File: config.mk
export PLATFORM = sky130hd
export DESIGN_NAME = i2s_slave_in
export DESIGN_NICKNAME = d
export VERILOG_FILES = /design/src/rtl/i2s_pkg.sv /design/src/rtl/i2s_edge_sync.sv /design/src/rtl/i2s_slave_in.sv
export SDC_FILE = /design/constraint.sdc
export NUM_CORES = 1
export LEC_CHECK = 0
export ABC_AREA = 1
export CAP_MARGIN = 20
export CELL_PAD_IN_SITES_DETAIL_PLACEMENT = 2
export CELL_PAD_IN_SITES_GLOBAL_PLACEMENT = 2
export CORE_MARGIN = 3
export CORE_UTILIZATION = 37
export CTS_BUF_LIST = sky130_fd_sc_hd__clkbuf_16
export CTS_CLUSTER_SIZE = 16
export DETAILED_ROUTE_END_ITERATION = 16
export GPL_ROUTABILITY_DRIVEN = 1
export PLACE_DENSITY = 0.93
export SYNTH_ARGS = -nofsm -noshare
export SYNTH_HDL_FRONTEND = slang
export SYNTH_HIERARCHICAL = 1
export SYNTH_SLANG_ARGS = --single-unit
File: constraint.sdc
create_clock -name CLK -period 11.75 [get_ports CLK]
set_input_delay 2.9375 -clock CLK [delete_from_list [all_inputs] [get_ports CLK]]
set_output_delay 2.9375 -clock CLK [all_outputs]
set_load 0.05 [all_outputs]
File: src/rtl/i2s_pkg.sv
// Shared I2S types and constants for the Line In receive path.
package i2s_pkg;

  localparam int unsigned AUDIO_DATA_BITS = 24;

  typedef logic [AUDIO_DATA_BITS-1:0] audio_sample_t;

  typedef enum logic [0:0] {
    SEARCH,
    RUN
  } i2s_rx_state_t;

endpackage

File: src/rtl/i2s_edge_sync.sv
// Brings BCLK, LRCK and SDATA into the CLK domain and flags BCLK rising edges.
// lrck_o/sdata_o come from the history flops so they line up with bclk_rise_o.
module i2s_edge_sync (
  input  logic clk_i,
  input  logic rst_i,
  input  logic bclk_i,
  input  logic lrck_i,
  input  logic sdata_i,
  output logic bclk_rise_o,
  output logic lrck_o,
  output logic sdata_o
);

  // Bit order in each stage: {bclk, lrck, sdata}
  logic [2:0] s1_q, s1_d, s2_q, s2_d, hist_q, hist_d;
  logic       rise_q, rise_d;

  // Synchronizer chain, history stage and registered rise detect
  always_comb begin
    s1_d   = {bclk_i, lrck_i, sdata_i};
    s2_d   = s1_q;
    hist_d = s2_q;
    rise_d = s2_q[2] & ~hist_q[2];
  end

  // State registers
  always_ff @(posedge clk_i or posedge rst_i) begin
    if (rst_i) begin
      s1_q   <= '0;
      s2_q   <= '0;
      hist_q <= '0;
      rise_q <= 1'b0;
    end else begin
      s1_q   <= s1_d;
      s2_q   <= s2_d;
      hist_q <= hist_d;
      rise_q <= rise_d;
    end
  end

  assign bclk_rise_o = rise_q;
  assign lrck_o      = hist_q[1];
  assign sdata_o     = hist_q[0];

endmodule

File: src/rtl/i2s_slave_in.sv
// I2S slave receiver: slot framing, stereo pair handshake, sticky status and BCLK loss timeout.
module i2s_slave_in
  import i2s_pkg::*;
#(
  parameter int unsigned DATA_BITS      = AUDIO_DATA_BITS,
  parameter int unsigned MAX_SLOT_BITS  = 32,
  parameter int unsigned TIMEOUT_CYCLES = 256
) (
  input  logic                 CLK,
  input  logic                 RESET,
  input  logic                 BCLK_IN,
  input  logic                 LRCK_IN,
  input  logic                 SDATA_IN,
  output logic [DATA_BITS-1:0] LEFT_CHANNEL,
  output logic [DATA_BITS-1:0] RIGHT_CHANNEL,
  output logic                 DATA_VALID,
  input  logic                 ACK,
  output logic                 OVERRUN,
  output logic                 FRAME_ERROR,
  input  logic                 CLEAR_STATUS,
  output logic                 LOCKED
);

  localparam int unsigned CntW = $clog2(MAX_SLOT_BITS + 2);
  localparam int unsigned TmoW = $clog2(TIMEOUT_CYCLES + 1);
  localparam logic [CntW-1:0] DataBitsC = CntW'(DATA_BITS);
  localparam logic [CntW-1:0] MaxSlotC  = CntW'(MAX_SLOT_BITS);
  localparam logic [CntW-1:0] SatC      = CntW'(MAX_SLOT_BITS + 1);
  localparam logic [TmoW-1:0] TmoMaxC   = TmoW'(TIMEOUT_CYCLES);
  localparam logic [TmoW-1:0] TmoLastC  = TmoW'(TIMEOUT_CYCLES - 1);

  logic bclk_rise, lrck_s, sdata_s;

  i2s_edge_sync u_edge_sync (
    .clk_i       (CLK),
    .rst_i       (RESET),
    .bclk_i      (BCLK_IN),
    .lrck_i      (LRCK_IN),
    .sdata_i     (SDATA_IN),
    .bclk_rise_o (bclk_rise),
    .lrck_o      (lrck_s),
    .sdata_o     (sdata_s)
  );

  i2s_rx_state_t        state_q, state_d;
  logic [CntW-1:0]      count_q, count_d;
  logic [TmoW-1:0]      tmo_q, tmo_d;
  logic [DATA_BITS-1:0] shift_q, shift_d, left_hold_q, left_hold_d;
  logic [DATA_BITS-1:0] left_q, left_d, right_q, right_d;
  logic                 lrck_prev_q, lrck_prev_d, pending_q, pending_d;
  logic                 dv_q, dv_d, ovr_q, ovr_d, fe_q, fe_d, locked_q, locked_d;
  logic                 ws_change, publish, frame_err;
  logic [CntW-1:0]      cnt_inc;
  logic [DATA_BITS-1:0] word;

  // Slot framing, pair assembly, handshake, status and timeout next-state
  always_comb begin
    state_d     = state_q;
    count_d     = count_q;
    shift_d     = shift_q;
    left_hold_d = left_hold_q;
    lrck_prev_d = lrck_prev_q;
    pending_d   = pending_q;
    left_d      = left_q;
    right_d     = right_q;
    dv_d        = dv_q;
    ovr_d       = ovr_q;
    fe_d        = fe_q;
    locked_d    = locked_q;
    publish     = 1'b0;
    frame_err   = 1'b0;

    ws_change = (lrck_s != lrck_prev_q);
    // Bit count including the current bit; the ws_change bit is the closing slot's LSB
    cnt_inc   = (count_q == SatC) ? SatC : count_q + 1'b1;
    word      = (count_q < DataBitsC) ? {shift_q[DATA_BITS-2:0], sdata_s} : shift_q;
    tmo_d     = bclk_rise ? '0 : ((tmo_q == TmoMaxC) ? TmoMaxC : tmo_q + 1'b1);

    if (bclk_rise) begin
      lrck_prev_d = lrck_s;
      if (state_q == SEARCH) begin
        // The slot closing here is never evaluated: its start was not seen
        if (ws_change) begin
          state_d   = RUN;
          count_d   = '0;
          shift_d   = '0;
          pending_d = 1'b0;
        end
      end else if (ws_change) begin
        count_d = '0;
        shift_d = '0;
        if (cnt_inc < DataBitsC || cnt_inc > MaxSlotC) begin
          frame_err = 1'b1;
          pending_d = 1'b0;
        end else if (!lrck_prev_q) begin
          left_hold_d = word;
          pending_d   = 1'b1;
        end else if (pending_q) begin
          publish   = 1'b1;
          pending_d = 1'b0;
        end
      end else begin
        count_d = cnt_inc;
        if (count_q < DataBitsC) begin
          shift_d = {shift_q[DATA_BITS-2:0], sdata_s};
        end
      end
    end else if (tmo_q == TmoLastC) begin
      // BCLK lost: drop lock but keep the last published pair visible
      state_d   = SEARCH;
      count_d   = '0;
      pending_d = 1'b0;
      locked_d  = 1'b0;
    end

    if (publish) begin
      left_d   = left_hold_q;
      right_d  = word;
      dv_d     = 1'b1;
      locked_d = 1'b1;
    end else if (ACK) begin
      dv_d = 1'b0;
    end

    // Events are applied after the clear so they win a same-cycle collision
    if (CLEAR_STATUS) begin
      ovr_d = 1'b0;
      fe_d  = 1'b0;
    end
    if (publish && dv_q && !ACK) ovr_d = 1'b1;
    if (frame_err) fe_d = 1'b1;
  end

  // State registers
  always_ff @(posedge CLK or posedge RESET) begin
    if (RESET) begin
      state_q     <= SEARCH;
      count_q     <= '0;
      tmo_q       <= '0;
      shift_q     <= '0;
      left_hold_q <= '0;
      lrck_prev_q <= 1'b0;
      pending_q   <= 1'b0;
      left_q      <= '0;
      right_q     <= '0;
      dv_q        <= 1'b0;
      ovr_q       <= 1'b0;
      fe_q        <= 1'b0;
      locked_q    <= 1'b0;
    end else begin
      state_q     <= state_d;
      count_q     <= count_d;
      tmo_q       <= tmo_d;
      shift_q     <= shift_d;
      left_hold_q <= left_hold_d;
      lrck_prev_q <= lrck_prev_d;
      pending_q   <= pending_d;
      left_q      <= left_d;
      right_q     <= right_d;
      dv_q        <= dv_d;
      ovr_q       <= ovr_d;
      fe_q        <= fe_d;
      locked_q    <= locked_d;
    end
  end

  assign LEFT_CHANNEL  = left_q;
  assign RIGHT_CHANNEL = right_q;
  assign DATA_VALID    = dv_q;
  assign OVERRUN       = ovr_q;
  assign FRAME_ERROR   = fe_q;
  assign LOCKED        = locked_q;

endmodule

Word level (Yosys, flattened, before mapping)
Index checks and enable logic that the tools add are counted.
{ "word_totals": {"regBits": 128, "inputBits": 7, "output_inout_bits": 52} }
{ "classes": {"n_addsub": 2, "order_cmp": 3, "n_eq_ne": 7, "n_mux": 39, "bitwise_logic": 4, "reduce_logical": 15} }
{ "ops": {"columns": ["cell", "n"], "rows": [
  ["$mux 24", 4],
  ["$mux 6", 6],
  ["$mux 1", 27],
  ["$mux 9", 2],
  ["$lt 6x5->1 const B", 2],
  ["$reduce_bool 2->1", 6],
  ["$add 9x1->9 const B", 1],
  ["$eq 9x8->1 const B", 1],
  ["$eq 9x9->1 const B", 1],
  ["$reduce_and 2->1", 4],
  ["$add 6x1->6 const B", 1],
  ["$eq 6x6->1 const B", 1],
  ["$gt 6x6->1 const B", 1],
  ["$reduce_and 5->1", 1],
  ["$ne 2x2->1 const B", 2],
  ["$ne 3x3->1 const B", 1],
  ["$not 1->1", 3],
  ["$logic_and 1x1->1", 2],
  ["$and 1x1->1", 1],
  ["$logic_not 1->1", 1],
  ["$logic_or 1x1->1", 1],
  ["$ne 1x1->1", 1]
]} }

Depth between registers and ports, before layout
{ "logic_depth": {"word_depth": 11, "depth_mapped": 13} }

By module
The synthesis kept the hierarchy.
{ "modules_own_cells": {"columns": ["module", "instances", "cells_per_inst", "area_each_um2", "seq_area_each_um2"], "rows": [
  ["i2s_slave_in", 1, 589, 5117.4, 2952.8],
  ["i2s_edge_sync", 1, 13, 264.0, 250.2]
]} }

Worst setup path before layout
No wires, ideal clock.
{ "synth_path": {"path_type": "reg2out", "startpoint": "reg dv_q (netlist: DATA_VALID)", "endpoint": "out DATA_VALID", "arrival_time_ps": 600, "setup_slack_ps": 8212, "stages_incl_launch_ff": 1, "n_path_buf": 0, "cell_sequence": "dfrtp_1"} }
{ "synth_lines": {"columns": ["element", "line_no", "rtl"], "rows": [
  ["from (decl)", "i2s_slave_in.sv:51", "logic dv_q, dv_d, ovr_q, ovr_d, fe_q, fe_d, locked_q, locked_d;"],
  ["from (signal assigned)", "i2s_slave_in.sv:160", "dv_q <= dv_d;"],
  ["to (decl)", "i2s_slave_in.sv:16", "output logic DATA_VALID,"]
]} }
No word-level cell between the ends.

Worst setup path in the final report
{ "layout_path": {"startpoint": "reg left_q[15] (netlist: LEFT_CHANNEL[15])", "endpoint": "out LEFT_CHANNEL[15]"} }
{ "layout_lines": {"columns": ["element", "line_no", "rtl"], "rows": [
  ["from (decl)", "i2s_slave_in.sv:49", "logic [DATA_BITS-1:0] left_q, left_d, right_q, right_d;"],
  ["from (signal assigned)", "i2s_slave_in.sv:158", "left_q <= left_d;"],
  ["to (decl)", "i2s_slave_in.sv:14", "output logic [DATA_BITS-1:0] LEFT_CHANNEL,"]
]} }
No word-level cell between the ends.

==> impl_metrics.toml <==
[sta]
hold_ws_ns = 0.353
layout_setup_ws_ns = 7.11
clock_skew_ns = 0.0152
fin_crit_ns = 4.64
hold_viol = 0
max_freq_mhz = 215
tightestPinTransition_ns = 1.04
min_period_over_period_pct = 39.5
tns_ns = 0
rsz0062_at_grt = "false"
setup_viol = 0
relSlewSlack_pct = 30.4
drv_slew = 0

[synth]
ys_top_cells_by_count = "nand2_1 (182), dfrtp_1 (128), inv_1 (74), o21ai_0 (46), nand3_1 (33)"
yosysMostFrequentCell = "nand2_1"
synth-edff-count = 0
synthTopCellsByArea = "dfrtp_1 (60%), nand2_1 (13%), inv_1 (5.2%)"
synth_cells = 602
ys_ff_latch = 128
synth_nets = 614
async_flop_share_pct = 100
synth.distinct_cells = 27
syn_area_per_cell_um2 = 8.94
synth-warning-count = 6
ys_seq_area_share_pct = 59.5
synth_ff_type = "dfrtp_1"
synth_top_area_share_pct = 59.5
netlist_area_mm2 = 0.00538
yosysTopAreaCell = "dfrtp_1"

[clock_tree]
cts.sink_count = 128
clkTransAtPathRegs_ns = 0.06
clock_path_buffers = 2
cts_hold_buf = 0
cts_root_buf = "clkbuf_16"
cts_made_buffers = 17
cts_tree = "built"
cts_resized = 0
postCtsSetupBuffers = 0
clkLatencyLatePin_ns = 0.43
htreeDepth = 4

[global_route]
grt_pass1_vias = 5248
grt_pass1_wl_um = 30700
grt_usage_pct = 24.8
grt_max_degree = 79
grt.overflow.total = 0
antenna_found_initial = 0

[die]
initial_core_util_pct = 38.3
die_area_mm2 = 0.0160
die_w_um = 127
core-area_mm2 = 0.0140
die_y_um = 127
rows = 43
ios = 59

[setup_path]
path_buf_inv = 1
reg2reg_from = "count_q[0]$_DFFE_PP0P_"
start_kind = "flip-flop"
criticalPathCategory = "flip-flop to output pin"
crit_path_max_incr_delay_ns = 0.87
crit_path_cell_trace = "clkdlybuf4s50_1"
cp.arrival_ns = 1.71
crit_required_ns = 8.81
end_kind = "output pin"
crit_cells = 1
slowest_stage = "clkdlybuf4s50_1"
cp_top_family = "buffers and inverters"
r2r.worst_path.cells = 11
worstPathMaxFanout = 2
reg2reg_to = "RIGHT_CHANNEL[14]$_DFFE_PP0P_"
reg2reg_slack_ns = 8.10

[detailed_routing]
route.antenna.remaining_nets = 0
vias_per_cell = 5.45
drt_iter0_drc = 420
vias = 4602
firstDrtPassIters = 4
drc = 0
drt-total-wl_um = 19000
wl_per_cell_um = 22.5

[cells_and_area]
antenna_cells = 0
nFillCells = 1503
drive_gt1_share_pct = 6.32
finalInstanceArea_mm2 = 0.00669
fin_nets = 664
area_growth_pct = 24.3

[pwr]
peakVddDrop_uv = 105
pwr_density_cell_mw_per_mm2 = 158
leakage_nw = 3.17

[flow_run]
cap_viol_max_count = 0

[worst_hold_path]
whs_path_depth = 0
hold_path.class = "flip-flop to flip-flop"
worstHoldEndpoint = "u_edge_sync/hist_d[2]$_DFF_PP0_"
hp-start = "u_edge_sync/s1_q[2]$_DFF_PP0_"

[status]
status = "finished clean"

[placed_design]
place_congestion = 0.822
dp_slack_ns = 6.87
place_area_mm2 = 0.00610
place_hpwl_um = 11200
io_buffers = 58
[registers in the layout, summed over array words and instances, names as in the netlist, 3 cells and up]
name,flops
LEFT_CHANNEL,24
RIGHT_CHANNEL,24
left_hold_q,24
shift_q,24
tmo_q,9
count_q,6
u_edge_sync/hist_d,3
u_edge_sync/hist_q,3
u_edge_sync/s1_q,3
[power breakdown]
group          internal, mW  switching (mW)
Combinational        0.0204          0.0483
Sequential            0.453          0.0144
Clock                 0.310           0.207
[worst max-delay path by stage]
stage | start | endpoint | slack [ns]
final | LEFT_CHANNEL[15]$_DFFE_PP0P_ | LEFT_CHANNEL[15] | 7.11
after global routing | LEFT_CHANNEL[15]$_DFFE_PP0P_ | LEFT_CHANNEL[15] | 7.07
after CTS | LEFT_CHANNEL[15]$_DFFE_PP0P_ | LEFT_CHANNEL[15] | 7.07
after global placement | RESET | LEFT_CHANNEL[10]$_DFFE_PP0P_ | 6.95
after floorplan | RESET | DATA_VALID$_DFFE_PP0P_ | 5.68
after detailed placement | RESET | LEFT_CHANNEL[13]$_DFFE_PP0P_ | 6.87
[cell usage in the layout, fill, tap and decap left out, drive strengths merged]
master / n
nor4: 1
nor2: 16
or2: 1
nand2: 184
xnor2: 1
clkinv: 4
nand3: 33
inv: 78
buf: 6
a31oi: 2
nor3: 1
xor2: 1
ha: 5
clkbuf: 17
nand4: 30
o21bai: 1
o21a: 1
a21oi: 2
nor3b: 3
clkinvlp: 5
bufinv: 2
clkdlybuf4s50: 58
dfrtp: 128
o22ai: 29
o21ai: 56
[metrics by stage]
| stage | util [%] | cells | total power, mW |
|---|---|---|---|
| 2_1_floorplan | - | 602 | 0.514 |
| 3_3_place_gp | 43.0 | 810 | 0.529 |
| 3_5_place_dp | 43.4 | 812 | 0.539 |
| 4_1_cts | 47.5 | 844 | 1.06 |
| 5_1_grt | 47.6 | 845 | 1.10 |
| 6_report | 47.6 | 845 | 1.05 |
[area by class of cell]
type | instances | area (µm²) | area share, %
Timing Repair Buffer | 64 | 673 | 10.1
Clock buffer | 17 | 425 | 6.36
Tap cell | 180 | 225 | 3.37
Inverter | 74 | 280 | 4.19
Clock inverter | 15 | 146 | 2.19
Sequential cell | 128 | 3200 | 47.9
Multi-Input combinational cell | 367 | 1730 | 25.9
[cell families after synthesis]
family,synth area share (%)
xor gates and xnor gates,0.326
DFF,59.5
buffers and inverters,8.28
and+or+nand+nor,21.4
adders and majority gates,1.16
AOI/OAI and AO/OA,9.28
[metal layers]
layer / vias to the layer above / global-route usage (%) / routed length (µm)
li1: 2058 / - / -
met1: 2388 / 31.7 / 7870
met2: 130 / 42.0 / 9810
met3: 26 / 5.09 / 964
met4: 0 / 8.52 / 373
met5: - / 0 / 0
No activity file was read; power rests on OpenSTA's default activity.
